`config.mk`:
```
export PLATFORM = sky130hd
export DESIGN_NAME = poly_sampler
export DESIGN_NICKNAME = d
export VERILOG_FILES = /design/src/rtl/poly_sampler.sv
export SDC_FILE = /design/constraint.sdc
export NUM_CORES = 1
export LEC_CHECK = 0
export CORE_MARGIN = 2
export CORE_UTILIZATION = 52
export CTS_CLUSTER_DIAMETER = 60
export CTS_CLUSTER_SIZE = 8
export DETAILED_ROUTE_END_ITERATION = 10
export DONT_BUFFER_PORTS = 1
export GPL_ROUTABILITY_DRIVEN = 0
export HOLD_SLACK_MARGIN = 0.05
export PLACE_DENSITY_LB_ADDON = 0.08
export SLEW_MARGIN = 40
export SYNTH_ARGS = -nofsm -noshare
export SYNTH_HDL_FRONTEND = slang
export SYNTH_SLANG_ARGS = --single-unit
```
`constraint.sdc`:
```
create_clock -name clk -period 6.3 [get_ports clk]
set_clock_uncertainty 0.1 [all_clocks]
set_input_delay 0.63 -clock clk [delete_from_list [all_inputs] [get_ports clk]]
set_output_delay 0.63 -clock clk [all_outputs]
set_load 0.05 [all_outputs]
```
`src/rtl/poly_sampler.sv`:
```
// Turns PRNG words into uniform/CBD/ternary coefficients for up to NPOLY_MAX polynomials.
// Write appears one cycle after each accepted handshake; rnd_ready is high only in RUN, rnd_valid low stalls.
module poly_sampler #(
    parameter int LOGN      = 13,
    parameter int LOGQ      = 54,
    parameter int RW        = 64,
    parameter int ETA       = 21,
    parameter int CW        = 6,
    parameter int NPOLY_MAX = 4,
    localparam int PW       = (NPOLY_MAX > 1) ? $clog2(NPOLY_MAX) : 1
) (
    input  logic            clk,
    input  logic            rst_n,
    input  logic            start,
    input  logic [1:0]      mode,
    input  logic [PW:0]     num_poly,
    input  logic [LOGQ-1:0] q,
    input  logic [5:0]      shift,
    input  logic [RW-1:0]   rnd_data,
    input  logic            rnd_valid,
    output logic            rnd_ready,
    output logic            wr_en,
    output logic [PW-1:0]   wr_poly,
    output logic [LOGN-1:0] wr_addr,
    output logic [LOGQ-1:0] wr_data,
    output logic            busy,
    output logic            done,
    output logic [15:0]     reject_cnt
);

    localparam int AW = $clog2(ETA + 1);

    typedef enum logic [1:0] {IDLE, RUN, DONE} state_t;

    typedef struct packed {
        logic [1:0]      mode;
        logic [PW:0]     num_poly;
        logic [LOGQ-1:0] q;
        logic [5:0]      shift;
    } cfg_t;

    state_t          state;
    cfg_t            cfg;
    logic [PW-1:0]   poly_cnt;
    logic [LOGN-1:0] addr_cnt;

    logic [LOGQ-1:0] uni_x;
    logic [AW-1:0]   cbd_a;
    logic [AW-1:0]   cbd_b;
    logic [CW-2:0]   cbd_mag;
    logic [15:0]     tern_t;
    logic            coef_ok;
    logic [LOGQ-1:0] coef;

    assign rnd_ready = (state == RUN);
    assign busy      = (state == RUN);
    assign done      = (state == DONE);

    // Classification uses only latched parameters so input changes mid-run are inert.
    always_comb begin
        uni_x = rnd_data[LOGQ-1:0] >> cfg.shift;
        cbd_a = '0;
        cbd_b = '0;
        for (int i = 0; i < ETA; i++) begin
            cbd_a = cbd_a + AW'(rnd_data[i]);
            cbd_b = cbd_b + AW'(rnd_data[ETA+i]);
        end
        cbd_mag = (cbd_a < cbd_b) ? (CW-1)'(cbd_b - cbd_a) : (CW-1)'(cbd_a - cbd_b);
        tern_t  = rnd_data[RW-1 -: 16];
        coef_ok = 1'b0;
        coef    = '0;
        case (cfg.mode)
            2'd0: begin
                coef_ok = (uni_x < cfg.q);
                coef    = uni_x;
            end
            2'd1: begin
                coef_ok = 1'b1;
                coef    = LOGQ'({cbd_a < cbd_b, cbd_mag});
            end
            2'd2: begin
                coef_ok = (tern_t != 16'hffff);
                if (tern_t < 16'h5555)
                    coef = '0;
                else if (tern_t < 16'haaaa)
                    coef = LOGQ'(1);
                else
                    coef = LOGQ'(3);
            end
            default: begin
                coef_ok = 1'b0;
                coef    = '0;
            end
        endcase
    end

    always_ff @(posedge clk or negedge rst_n) begin
        if (!rst_n) begin
            state      <= IDLE;
            cfg        <= '0;
            poly_cnt   <= '0;
            addr_cnt   <= '0;
            reject_cnt <= '0;
            wr_en      <= 1'b0;
            wr_poly    <= '0;
            wr_addr    <= '0;
            wr_data    <= '0;
        end else begin
            wr_en <= 1'b0;
            case (state)
                IDLE, DONE: begin
                    if (start) begin
                        cfg        <= {mode, num_poly, q, shift};
                        poly_cnt   <= '0;
                        addr_cnt   <= '0;
                        reject_cnt <= '0;
                        state      <= (num_poly == '0 || mode == 2'd3) ? DONE : RUN;
                    end
                end
                RUN: begin
                    if (rnd_valid) begin
                        if (coef_ok) begin
                            wr_en    <= 1'b1;
                            wr_poly  <= poly_cnt;
                            wr_addr  <= addr_cnt;
                            wr_data  <= coef;
                            addr_cnt <= addr_cnt + 1'b1;
                            // Last address of a polynomial: move on, or finish on the last one.
                            if (&addr_cnt) begin
                                poly_cnt <= poly_cnt + 1'b1;
                                if ({1'b0, poly_cnt} == cfg.num_poly - 1'b1)
                                    state <= DONE;
                            end
                        end else if (reject_cnt != 16'hffff) begin
                            reject_cnt <= reject_cnt + 1'b1;
                        end
                    end
                end
                default: state <= IDLE;
            endcase
        end
    end

endmodule

```
==> impl_results.md <==
- Root buf cell: clkbuf_16
- # nets final: 1670
- Area growth from synthesis to layout: 8.315%
- Origin of the worst setup path: rnd_data[21]
- Initial core utilization: 52.77%
- ANT cells: 0
- Post-synth ARST share: 100.0%
- First-pass DRT Iterations: 6
- Most common cell after layout, fill and taps aside: nand2_1
- Sinks on Clock Net: 168
- Largest net degree at the start of global routing: 169
- Number of global-route vias before repair: 10220
- Most frequent cells in the layout: 222 x nand2_1, 165 x dfrtp_1, 147 x o21ai_0
- Final setup vio count: 0
- Final wirelength: 39.00 mm
- First-pass GRT wire length: 59.62 mm
- Core area: 25040 sq um
- DRC: 0
- Cells after Synth: 1450
- Sequential cell area fraction in the yosys report: 31.82%
- GRT Util Overall: 29.59%
- Max_cap viols: 0
- Reg2reg end: wr_data[23]$_DFFE_PN0P_
- Crit path to: wr_data[3]$_DFFE_PN0P_
- H-tree levels: 4
- FP Rows: 58
- Crit path kind: input pin to register
- Peak Freq: 166.0 MHz
- RR Startpoint: cfg[0]$_DFFE_PN0P_
- Post-CTS setup buffers: 0
- Seq cells post-synth: 168
- Clock-pin transition on the worst setup and hold timing paths: 80 ps
- Layout cells sized above 1: 15.13%
- CP required: 6530 ps
- RSZ-0062 raised after global routing: no
- Total CTS buffers: 17
- Clk Latency, worst-skew pair: 440 ps
- Avg Vias per Cell: 6.080
- Longest Clk Path Bufs: 2
- Dpl hpwl: 30.47 mm
- Syn Std Cell Area: 13210 sq um
- Fin. max-slew vios: 0
- Syn Nets: 1692
- Status: finished clean
- Tmin final: 6024 ps
- # IOs: 222
- Headroom to the max-slew limit: 41.81%
- Initial antenna violation count: 0
- Routed Antenna Nets: 0
- Syn avg cell area: 9.111 sq um
- Synth warn: 0
- Synth cell types: 66
- Number of flops mapped to enable cells by yosys: 0
- WL/cell: 22.02 um
- Hold Crit Class: input pin to register
- Pin slew with the least headroom to its limit: 863.7 ps
- Top fanout value on the critical path: 6
- Die Ht: 163.4 um
- Final Hold Vio Count: 0
- CTS tree: yes
- Final WS setup: 276.2 ps
- Setup crit end kind: register
- Horiz. Die Dim: 163.4 um
- Die ar.: 26700 sq um
- Via Count: 10770
- Setup WS pre-CTS: -175.6 ps
- Fin crit share: 95.62%
- Port Buffers: 0
- Post-synth top flop: dfrtp_1
- Kind of start point of the critical path: input pin
- Post-CTS Resized: 0
- R2r setup slk: 400 ps
- Reg2Reg Depth: 16
- Gr ovfl total: 0
- DRT iter0 DRCs: 1186
- Data arrival, critical path: 6250 ps
- Cts hold-fix bufs: 1
## Yosys cell counts, drive strengths merged, types with 3 or more instances
master,n,area (sq um)
a21boi,3,22.52
a21o,17,127.6
buf,39,198.9
nand2b,11,68.82
o211ai,9,67.56
or3,7,43.79
xor2,5,43.79
a22oi,5,37.54
nor2b,11,68.82
a31oi,11,68.82
nor4b,3,26.28
a211oi,13,97.59
inv,131,491.7
clkbuf,49,183.9
or4,3,22.52
a221o,4,40.04
mux2i,35,350.3
o21a,8,60.06
nand3,23,115.1
and4,3,26.28
mux4,62,1396
and2,17,106.4
and3,11,68.82
mux2,49,551.8
or2,7,43.79
a21oi,55,275.3
fa,32,640.6
nor3,5,25.02
o22ai,13,87.58
o31ai,27,202.7
nor4,3,18.77
nor2,102,382.9
a22o,3,26.28
dfrtp,168,4204
ha,77,963.4
xnor2,8,70.07
nand4,14,87.58
o2bb2ai,5,43.79
nand2,222,833.3
o21ai,148,740.7
a31o,11,96.34
## kinds of logic after synthesis
| family | after synthesis | synth area share, % |
|---|---|---|
| simple gates | 447 | 14.99 |
| buf+inv | 220 | 6.648 |
| mux | 146 | 17.40 |
| flops | 168 | 31.82 |
| xor+xnor | 13 | 0.8618 |
| compound gates | 347 | 16.14 |
| fa+ha+maj | 109 | 12.14 |
## layout make-up
class	instances	area, sq um
Timing Repair Buffer	47	431.7
Sequential cell	168	4210
Tap cell	330	412.9
Inverter	132	495.5
Clock inverter	15	181.4
Clock buffer	17	425.4
Fill cell	2198	10730
Multi-Input combinational cell	1062	8153
## registers in the layout, summed over array words and instances (netlist names)
signal      cells
cfg            65
poly_cnt        2
wr_data        54
state           2
wr_addr        13
reject_cnt     16
addr_cnt       13
wr_en           1
wr_poly         2
## stage by stage
stage	TNS (ps)	cells	instance area, sq um	utilization, %	hold WS [ps]
floorplan	0	1450	13210	-	234.4
global placement	-197.1	1735	13600	54.34	242.1
detailed placement	-553.7	1735	13610	54.36	241.2
CTS	0	1768	14240	56.90	154.5
global route	0	1771	14310	57.16	187.9
finish	0	1771	14310	57.16	191.0
## critical path, cell delays in order
cell      delay (ps)
inv_1             40
fa_1             540
inv_1             50
fa_1             520
fa_1             440
fa_1             520
inv_1             50
fa_1             450
fa_2             390
fa_1             550
inv_1             60
ha_1             270
nor2b_1          130
o21ai_0          210
a21boi_0         130
o21a_1           210
or2_2            300
a31oi_1          200
xor2_1            90
mux2_2           260
a22o_1           200
## metal layers
layer  up-vias  global-route usage [%]  routed length [um]
li1       5067                       -                   -
met1      5194                   42.68               17340
met2       460                   45.42               17580
met3        46                   6.425                3298
met4         0                   7.603                 775
met5         -                       0                   0
## worst min path at each step
stage	endpoint	cells after the start	slack, ps	start
after floorplan	addr_cnt[0]$_DFFE_PN0P_	0	230	rst_n
after global placement	cfg[33]$_DFFE_PN0P_	0	240	rst_n
after detailed placement	cfg[33]$_DFFE_PN0P_	0	240	rst_n
after CTS	wr_data[40]$_DFFE_PN0P_	1	150	rst_n
after global routing	cfg[62]$_DFFE_PN0P_	2	190	num_poly[2]
final	cfg[63]$_DFFE_PN0P_	2	190	mode[0]
Power is left out: the tool's default activity adds up to more than one toggle a clock period on the data nets, which glitch-free logic cannot reach.
